==> src/rtl/bcd_result_conv.sv <==
// bcd_result_conv: signed result to 8 BCD digits via shift-add-3, one bit/cycle.
// Define OVF_CLAMP_EN to show 99999999 on overflow instead of 00000000.
module bcd_result_conv #(
   parameter int WIDTH = 32
) (
   input  logic             clk,
   input  logic             reset,
   input  logic [WIDTH-1:0] value,
   input  logic             start,
   output logic             busy,
   output logic             done,
   output logic [3:0]       uni,
   output logic [3:0]       ten,
   output logic [3:0]       hun,
   output logic [3:0]       tho,
   output logic [3:0]       tt,
   output logic [3:0]       ht,
   output logic [3:0]       mil,
   output logic [3:0]       tmil,
   output logic             negative,
   output logic             overflow
);

   typedef enum logic [1:0] {
      IDLE,
      SHIFT,
      FINISH
   } state_t;

   localparam logic [5:0] LAST = 6'(WIDTH - 1);

`ifdef OVF_CLAMP_EN
   localparam logic [31:0] OVF_DIGITS = 32'h9999_9999;
`else
   localparam logic [31:0] OVF_DIGITS = 32'h0000_0000;
`endif

   state_t           state;
   logic             sign;
   logic             ovf;
   logic [WIDTH-1:0] mag;
   logic [31:0]      acc;
   logic [5:0]       cnt;

   logic [WIDTH-1:0] mag_in;
   logic [32:0]      mag_ext;
   logic             ovf_in;
   logic [31:0]      adj;

   // Two's-complement negate; the most negative input maps to 2^(WIDTH-1).
   assign mag_in  = value[WIDTH-1]
                  ? (~value) + {{(WIDTH-1){1'b0}}, 1'b1}
                  : value;
   assign mag_ext = {{(33-WIDTH){1'b0}}, mag_in};
   assign ovf_in  = (mag_ext > 33'd99_999_999);

   always_comb begin
      adj = acc;
      for (int i = 0; i < 8; i++) begin
         if (acc[4*i +: 4] >= 4'd5)
            adj[4*i +: 4] = acc[4*i +: 4] + 4'd3;
      end
   end

   always_ff @(posedge clk or negedge reset) begin
      if (!reset) begin
         state    <= IDLE;
         sign     <= 1'b0;
         ovf      <= 1'b0;
         mag      <= '0;
         acc      <= '0;
         cnt      <= '0;
         busy     <= 1'b0;
         done     <= 1'b0;
         negative <= 1'b0;
         overflow <= 1'b0;
         {tmil, mil, ht, tt, tho, hun, ten, uni} <= '0;
      end else begin
         done <= 1'b0;
         unique case (state)
            IDLE: begin
               if (start) begin
                  sign  <= value[WIDTH-1];
                  mag   <= mag_in;
                  ovf   <= ovf_in;
                  acc   <= '0;
                  cnt   <= '0;
                  busy  <= 1'b1;
                  state <= SHIFT;
               end
            end
            SHIFT: begin
               acc <= {adj[30:0], mag[WIDTH-1]};
               mag <= {mag[WIDTH-2:0], 1'b0};
               cnt <= cnt + 6'd1;
               if (cnt == LAST)
                  state <= FINISH;
            end
            FINISH: begin
               {tmil, mil, ht, tt, tho, hun, ten, uni} <=
                  ovf ? OVF_DIGITS : acc;
               negative <= sign;
               overflow <= ovf;
               done     <= 1'b1;
               busy     <= 1'b0;
               state    <= IDLE;
            end
            default: state <= IDLE;
         endcase
      end
   end

endmodule

==> config.mk <==
export PLATFORM = sky130hd
export DESIGN_NAME = bcd_result_conv
export DESIGN_NICKNAME = d
export VERILOG_FILES = /design/src/rtl/bcd_result_conv.sv
export SDC_FILE = /design/constraint.sdc
export NUM_CORES = 1
export LEC_CHECK = 0
export CORE_UTILIZATION = 60
export DETAILED_ROUTE_END_ITERATION = 7
export GPL_ROUTABILITY_DRIVEN = 0
export MAX_ROUTING_LAYER = met4
export PLACE_DENSITY_LB_ADDON = 0.1
export SKIP_CTS_REPAIR_TIMING = 1
export SLEW_MARGIN = 20
export SYNTH_ARGS = -nofsm -noshare
export SYNTH_HDL_FRONTEND = slang
export SYNTH_SLANG_ARGS = --single-unit
==> constraint.sdc <==
create_clock -name clk -period 4.5 [get_ports clk]
set_input_delay 0.9 -clock clk [delete_from_list [all_inputs] [get_ports clk]]
set_output_delay 0.9 -clock clk [all_outputs]
set_load 0.005 [all_outputs]
==> key figures <==
Outcome
  • Status: complete, no violations

Global routing
  • Global-route wire length before repair: 22.3 mm
  • Grt total ovfl: 0
  • All-Layer GR Usage: 28.6%
  • Largest net degree at the start of global routing: 69
  • Initial antenna violation count: 0
  • Number of global-route vias before repair: 4,864

Yosys
  • Cells after synthesis: a little over 600
  • Asr flop ratio synth: between 90% and 100%
  • Yosys cell types: 45
  • Top cell type's share of synthesized area: about 47%
  • Avg Cell Area, Syn: between 9 and 10 um2
  • Synth area leaders: dfrtp_1, o21ai_0, nand2_1
  • Syn nets: 668
  • Post-synthesis sequential area ratio: a little under half
  • Post-synth top area cell: dfrtp_1
  • FF+latch count, synth: 110
  • Synth warn: 0
  • Mapped cell area: approximately 5800 um2
  • Prevailing post-synth register cell: dfrtp_1
  • EDFF count, synth: 0

Clock network
  • Clock sinks: 110
  • CTS tree: built
  • Register clock-pin slew on the reported worst setup and hold paths: 90 ps
  • Worst-skew pair later-pin latency: approximately 370 ps
  • H-tree Lvls: 3
  • CTS Buf Count: 9
  • Max Buffers Root-to-Sink: 2
  • CTS root buffer: clkbuf_8

Pwr
  • Comb power frac: between 30% and 40%
  • Net load switching power: ~1.1 mW
  • P_int: 1.96 mW
  • Peak VDD IR: approximately 240 uV
  • Leakage power: 2.83 nW
  • Clock Power Share: a little under a fifth
  • Switching part of the total: between 30% and 40%
  • Power per standard cell area: about 450 nW/um2
  • Register share of total power: 47.8%

Finish
  • Finished Core Util: ~73%
  • Share of layout cells above drive strength 1: between 5 and 6%
  • Nets: slightly above 700
  • Most frequent cells in the layout: dfrtp_1, nand2_1, o21ai_0, clkdlybuf4s50_1
  • Diode count: 0
  • Most common cell after layout, fill and taps aside: dfrtp_1
  • Non-Filler Instances: around 800
  • Area growth, synth to finish: 16.8%

Floorplan
  • Chip height: 100 um
  • Total core area: about 9300 um2
  • Starting Density: about 62%
  • Num ports: 71
  • Die width: approximately 100 um
  • Die area: about 10,000 um2
  • Num rows: 35

Place
  • Hpwl dp: 9.28 mm
  • Placed Cells: ~790
  • Port Buffer Count: 70
  • Pre-CTS setup slack: ~840 ps

Setup path
  • Most Frequent Cell on Critical Path: o41ai_1
  • Crit-path slowest cell: clkdlybuf4s50_1
  • CP Capture Type: flip-flop
  • Cell chain of the critical path: clkdlybuf4s50_1 -> inv_1 -> ha_1 -> nor3b_1 -> nand4_1 -> o41ai_1 -> xor2_1 -> or3_1 -> o41ai_1
  • R2R depth: 4
  • Reg2Reg Setup Slack: 2140 ps
  • Worst-path fanout max: 9
  • CP Class: input port to flip-flop
  • Startpoint type of the worst setup path: input port
  • Slowest cell delay on critical path: 450 ps
  • Crit path DAT: around 3600 ps
  • Worst EP required: between 4000 and 5000 ps

Timing
  • Total negative slack: 0 ps
  • Final hold violation count: 0
  • Final worst path period share: ~74%
  • Fmax: 302 MHz
  • RSZ-0062 raised after global routing: no
  • Slew headroom: between 40% and 50%
  • Tmin final: 3310 ps
  • Min Hold Slack: around 480 ps
  • Setup violations, final: 0
  • Pins Over Slew Limit: 0
  • Clock Skew: 19.3 ps
  • Min setup slack post-route: 1190 ps
  • Worst slew pin tran: 773 ps

Drt
  • First-pass iteration count of the detailed router: 5
  • Final ANT Viol Nets: 0
  • Vias: between 4,000 and 5,000
  • Post-DR wirelength/cell: 16.4 um
  • Drt drc: 0
  • 1st-iter DRT viols: 248
  • DRT Wirelength: between 10 and 15 mm
  • DR vias/cell: between 6 and 7

Hold path
  • Hold/Removal Path Class: flip-flop to flip-flop
  • Hold depth: 2

Flow run
  • Max cap viols: 0
power groups by stage:
stage,Combinational (mW),Clock (mW),Sequential [mW]
finish,1.03,0.587,1.48
global route,1.17,0.629,1.51
CTS,1.03,0.592,1.47
detailed placement,1.02,0,1.48
global placement,0.947,0,1.47
floorplan,0.784,0,1.41
synthesized netlist by cell type (2+ instances only):
cell,n
nand4_1,4
buf_1,4
nor4_1,5
o31ai_1,33
buf_2,3
ha_1,18
o211ai_1,2
a32o_1,8
nand2b_1,29
nor3b_1,3
mux2_2,2
or3_1,2
or2_2,2
clkinv_1,2
or4_4,2
a31oi_1,4
o21ai_0,72
xor2_1,30
clkbuf_1,29
inv_1,22
nor2_1,17
a22oi_1,19
o22ai_1,33
nor3_1,8
nand2_1,72
o41ai_1,4
or3_4,2
nand3_1,6
o32ai_1,7
dfrtp_1,110
a21oi_1,32
xnor2_1,16
cell families (layout without fill, tap and decap cells):
kind of cell	after synthesis	count (layout)	share of synthesized area (%)
AOI/OAI and AO/OA	219	219	23.7
and+or+nand+nor	158	158	13.5
DFF	110	110	47.3
buffers and inverters	61	118	4.06
xor gates and xnor gates	46	46	6.92
adders and majority gates	18	18	3.87
muxes	3	3	0.645
worst max-delay path, delay by kind of cell:
family,cells,cell delay [ps]
AO/OA/AOI/OAI,2,800
AND/OR/NAND/NOR,3,990
buffers and inverters,2,550
XOR/XNOR,1,120
adder cells (fa/ha/maj),1,180
layout make-up:
cell class | count | area [um2]
flip-flops and latches | 110 | 2750
inverters | 24 | 90.1
repair buffers | 78 | 758
multi-input cells | 444 | 2840
fillers | 710 | 2530
clock buffers | 11 | 131
clock inverters | 5 | 58.8
well taps | 129 | 161
registers in the layout, summed over array words and instances, names as in the netlist:
register	count
acc	32
mag	32
cnt	6
ht	4
hun	4
mil	4
ten	4
tho	4
tmil	4
tt	4
uni	4
state	2
busy	1
done	1
negative	1
overflow	1
ovf	1
sign	1
path summary, 6_finish.rpt:
| kind | from | end |
|---|---|---|
| max in group asynchronous | reset | ovf |
| min | tt[2] | tt[2] |
| min in group asynchronous | reset | tho[1] |
| max | value[0] | ovf |
| max reg2reg | state[0] | acc[11] |
| min reg2reg | tt[2] | tt[2] |
layer usage:
layer | up-vias | part of all wire [%] | GRT usage (%)
met5 | - | 0 | -
met4 | 0 | 1.2 | 8.58
met3 | 14 | 4.9 | 4.23
met2 | 169 | 50 | 48.6
met1 | 2342 | 44 | 35.5
li1 | 2330 | - | -
stage by stage:
stage | power [mW] | area, um2
final | 3.09 | 6800
after detailed placement | 2.50 | 6600
after CTS | 3.09 | 6790
after floorplan | 2.20 | 5820
after global routing | 3.31 | 6800
after global placement | 2.42 | 6600
Power figures use the tool's default switching activity.
